File: src/rtl/pipe_stage_skid_pkg.sv
// Shared constants for pipe_stage_skid: derived-state encoding and per-stage payload reset values.
package pipe_stage_skid_pkg;

    // State is {skid_v, main_v}; 2'b10 can never occur.
    localparam logic [1:0] ST_EMPTY = 2'b00;
    localparam logic [1:0] ST_FULL  = 2'b01;
    localparam logic [1:0] ST_SKID  = 2'b11;

    typedef enum logic [1:0] {
        S_EMPTY = ST_EMPTY,
        S_FULL  = ST_FULL,
        S_SKID  = ST_SKID
    } stage_state_e;

    localparam int DEF_DATA_W = 107;

    // MEM/WB stage: the PC field sits in the low 32 bits of the payload.
    localparam int          MEMWB_PC_LSB = 0;
    localparam logic [31:0] MEMWB_PC_RST = 32'h0040_0000;
    localparam logic [DEF_DATA_W-1:0] MEMWB_RST_PAYLOAD =
        DEF_DATA_W'(MEMWB_PC_RST) << MEMWB_PC_LSB;

endpackage

File: src/rtl/pipe_sat_counter.sv
// Saturating up-counter: counts cycles with inc high and sticks at all-ones.
module pipe_sat_counter
    import pipe_stage_skid_pkg::*;
#(
    parameter int CNT_W = 16
) (
    input  logic             clk,
    input  logic             reset,
    input  logic             inc,
    output logic [CNT_W-1:0] count
);

    function automatic logic [CNT_W-1:0] sat_inc(input logic [CNT_W-1:0] v);
        return (&v) ? v : v + CNT_W'(1);
    endfunction

    always_ff @(posedge clk) begin
        if (reset) begin
            count <= '0;
        end else if (inc) begin
            count <= sat_inc(count);
        end
    end

endmodule

File: src/rtl/pipe_stage_skid.sv
// Valid/ready pipeline register with a 2-entry skid buffer, flush and configurable reset payload.
// Optional saturating stall counter on stall_cnt when PIPE_STAGE_STALL_CNT_EN is defined.
module pipe_stage_skid
    import pipe_stage_skid_pkg::*;
#(
    parameter int                DATA_W      = DEF_DATA_W,
    parameter logic [DATA_W-1:0] RST_PAYLOAD = {DATA_W{1'b0}},
    parameter int                CNT_W       = 16
) (
    input  logic              clk,
    input  logic              reset,
    input  logic              flush,
    input  logic              in_valid,
    output logic              in_ready,
    input  logic [DATA_W-1:0] in_data,
    output logic              out_valid,
    input  logic              out_ready,
    output logic [DATA_W-1:0] out_data
`ifdef PIPE_STAGE_STALL_CNT_EN
    ,
    output logic [CNT_W-1:0]  stall_cnt
`endif
);

    logic              main_v;
    logic              skid_v;
    logic [DATA_W-1:0] main_d;
    logic [DATA_W-1:0] skid_d;

    logic              main_v_n;
    logic              skid_v_n;
    logic [DATA_W-1:0] main_d_n;
    logic [DATA_W-1:0] skid_d_n;

    stage_state_e      state;

    assign state     = stage_state_e'({skid_v, main_v});
    assign in_ready  = !skid_v;
    assign out_valid = main_v;
    assign out_data  = main_d;

    // Next-state: in SKID in_ready is low, so in_valid is deliberately ignored there.
    always_comb begin
        main_v_n = main_v;
        skid_v_n = skid_v;
        main_d_n = main_d;
        skid_d_n = skid_d;
        if (flush) begin
            main_v_n = 1'b0;
            skid_v_n = 1'b0;
            main_d_n = RST_PAYLOAD;
        end else begin
            case (state)
                S_EMPTY: begin
                    if (in_valid) begin
                        main_v_n = 1'b1;
                        main_d_n = in_data;
                    end
                end
                S_FULL: begin
                    if (out_ready) begin
                        if (in_valid) begin
                            main_d_n = in_data;
                        end else begin
                            main_v_n = 1'b0;
                        end
                    end else if (in_valid) begin
                        skid_v_n = 1'b1;
                        skid_d_n = in_data;
                    end
                end
                S_SKID: begin
                    if (out_ready) begin
                        main_d_n = skid_d;
                        skid_v_n = 1'b0;
                    end
                end
                default: begin
                end
            endcase
        end
    end

    always_ff @(posedge clk) begin
        if (reset) begin
            main_v <= 1'b0;
            skid_v <= 1'b0;
            main_d <= RST_PAYLOAD;
            skid_d <= '0;
        end else begin
            main_v <= main_v_n;
            skid_v <= skid_v_n;
            main_d <= main_d_n;
            skid_d <= skid_d_n;
        end
    end

    always_ff @(posedge clk) begin
        if (!reset) begin
            assert (state == S_EMPTY || state == S_FULL || state == S_SKID);
        end
    end

    // A zero-width counter is a configuration error; trap it in simulation.
    if (CNT_W < 1) begin : g_bad_cnt_w
        always_ff @(posedge clk) begin
            assert (1'b0);
        end
    end

`ifdef PIPE_STAGE_STALL_CNT_EN
    pipe_sat_counter #(
        .CNT_W (CNT_W)
    ) u_stall_cnt (
        .clk   (clk),
        .reset (reset),
        .inc   (main_v & !out_ready),
        .count (stall_cnt)
    );
`endif

endmodule
File: config.mk
export PLATFORM = sky130hd
export DESIGN_NAME = pipe_stage_skid
export DESIGN_NICKNAME = d
export VERILOG_FILES = /design/src/rtl/pipe_stage_skid_pkg.sv /design/src/rtl/pipe_sat_counter.sv /design/src/rtl/pipe_stage_skid.sv
export SDC_FILE = /design/constraint.sdc
export NUM_CORES = 1
export LEC_CHECK = 0
export ABC_CLOCK_PERIOD_IN_PS = 4800
export BUFFER_PORTS_ARGS = -buffer_cell sky130_fd_sc_hd__buf_2
export CORE_AREA = 2 2 163 165
export CTS_BUF_LIST = sky130_fd_sc_hd__clkbuf_4
export DETAILED_ROUTE_END_ITERATION = 10
export DIE_AREA = 0 0 165 167
export GPL_TIMING_DRIVEN = 0
export PLACE_DENSITY = 0.69
export SKIP_CTS_REPAIR_TIMING = 1
export SYNTH_ARGS = -nofsm -noshare
export SYNTH_HDL_FRONTEND = slang
export SYNTH_SLANG_ARGS = --single-unit
File: constraint.sdc
create_clock -name clk -period 4.8 [get_ports clk]
set_clock_uncertainty 0.1 [all_clocks]
set_input_delay 0.48 -clock clk [delete_from_list [all_inputs] [get_ports clk]]
set_output_delay 0.48 -clock clk [all_outputs]
set_load 0.05 [all_outputs]
==> run metrics <==
Max Cap Violations=0; Crit Path Max Fanout=10; Synth cell types=19; yosys warns=0; register area=0.004324 mm²; core area=0.02576 mm²; Layout area overhead=34.89%; setup TNS=0 ps; Slew Viols, Final=0; largest net degree at the start of global routing=16; post-route setup slack=2433 ps; die width=165 µm; cells after synthesis=958; Post-Syn Area=0.009610 mm²; Overflow after GRT=0; via count=8307; Pwr per Cell Area=311.5 mW/mm²; final core occ=0.5032; CP peak stage delay=710 ps; Rel. slew slack=0.3784; I/O pins=221; Worst setup SP type=primary input; Synth Area per Inst=10.03 µm²; slowest cell on the critical path=nor2_1; max frequency=422.4 MHz; Seq cells post-synth=216; min-delay worst type=primary input to register; register area share after synthesis=0.4499; CP endpoint kind=register; IO buf count=219; final-layout fill cell count=2393; Slew @ Worst Pin=929.0 ps; # setup viols final=0; Multi-input gate area=0.004828 mm²; CTS sink cnt=216; DR WL/cell=15.64 µm; global-route wire length before repair=40480 µm; clk_lat worst skew=670 ps; Initial Util=0.3730; Area contributors post-synth=dfxtp_1 45%, mux2i_1 22%, nand2b_1 14%; status=completed; Final Hold Viols=0; CTS tree=built; Post-DRT Antenna Nets=0; root buf cell=clkbuf_4; buffers from clock root to sink, at most=3; arrival time at the worst endpoint=2860 ps; fin crit share=0.4932; drt initial violations=362; post-DP HPWL=18010 µm; DRC Markers=0; cell taking the most area after synthesis=dfxtp_1; Die Span Y=167 µm; Yosys top cell area share=0.4499; vias in the first global route=7910; ys flop type=dfxtp_1; EDFF count, synth=0; WP data required=5300 ps; DR pass1 iterations=6; layout cells sized above 1=0.2817; pre-CTS setup slack=2092 ps; RSZ-0062 raised after global routing=false; Placed Cells=1512; final non-filler cell total=1725; maximum vdd drop=0.0001982 V; initial antenna violation count=2; drt total wl=26980 µm; top-count cell post-synth=dfxtp_1; Final #Nets=1459; num rows=59; gr usage total=0.1823; worst-path cell chain=dlygate4sd3_1, buf_2, nor2_1, buf_4, clkbuf_1, nand2_1, o22ai_2; Static Leak=5.906 nW; critical path class=primary input to register; Reg clk slew, reported paths=60 ps; final hold slack=72.07 ps; die footprint=0.02756 mm²; Syn Nets=1070; Post-synth top cells=216 x dfxtp_1, 215 x nand2b_1, 214 x mux2i_1; final critical-path required period=2367 ps; Async SR Flop Fraction=0; H-tree levels=2; TritonCTS buffer count=59; RePlAce Congestion=0.7754; average vias per placed instance=4.816
-- power by group --
| part | switching (mW) | leakage [nW] | total, mW | internal [mW] |
|---|---|---|---|---|
| logic | 0.308 | 3.71 | 0.520 | 0.212 |
| registers | 0.0201 | 1.75 | 1.85 | 1.83 |
| clock network | 0.785 | 0.447 | 1.67 | 0.883 |
-- through the flow --
step,power (mW),instance area (µm²)
floorplan,2.186,9610
global placement,2.338,11130
detailed placement,2.342,11130
CTS,4.021,11870
global route,4.232,12960
finish,4.039,12960
-- layout make-up --
type	count	share of cell area
clock inverter	14	0.006274
tap	335	0.03233
sequential	216	0.3336
inverter	2	0.0005791
buffer	83	0.03475
clock buffer	88	0.05096
antenna	2	0.0003861
timing repair buffer	328	0.1687
multi-input combinational	657	0.3725
-- state kept, by name (all words and copies together), names as in the netlist --
register and cells:
out_data 107, out_valid 1, skid_d 107, skid_v 1
-- layout by cell type (no fill, tap or decap), drive strengths merged --
master	count
buf	266
dfxtp	216
nand2b	215
mux2i	214
clkbuf	124
nand2	110
dlygate4sd3	109
o22ai	107
clkinv	12
nor2	3
inv	3
a21oi	3
diode	2
or2	2
nor4b	1
a211o	1
o21ai	1
bufinv	1
-- logic make-up (layout without fill, tap and decap cells) --
| logic type | count (synthesis) | after routing | synth area share |
|---|---|---|---|
| buf+inv | 85 | 515 | 0.04765 |
| flops | 216 | 216 | 0.4499 |
| simple gates | 331 | 331 | 0.1870 |
| other cells | 0 | 2 | 0 |
| mux | 214 | 214 | 0.2229 |
| compound gates | 112 | 112 | 0.09257 |
-- per-layer routing --
metal | track usage | routed length, µm
met2 | 0.3062 | 13050
met4 | 0.06730 | 631
met1 | 0.2269 | 12010
met3 | 0.04110 | 1285
met5 | 0 | 0
-- worst max-delay path, delay by kind of cell --
kind                   cells  cell delay (ps)
buffers and inverters      4             1380
AOI/OAI and AO/OA          1              140
and+or+nand+nor            2              850
-- final timing paths --
path / start / end / slack [ps] / cells after the start
setup / recovery: flush / out_data[92]$_SDFFE_PP0P_ / 2430 / 7
hold reg to reg: out_data[11]$_SDFFE_PP0P_ / out_data[11]$_SDFFE_PP0P_ / 360 / 2
setup reg to reg: out_valid$_SDFFE_PP0P_ / out_data[84]$_SDFFE_PP0P_ / 2610 / 6
hold / removal: out_ready / skid_v$_SDFFE_PP0P_ / 70 / 4
No activity file was read; power rests on OpenSTA's default activity.
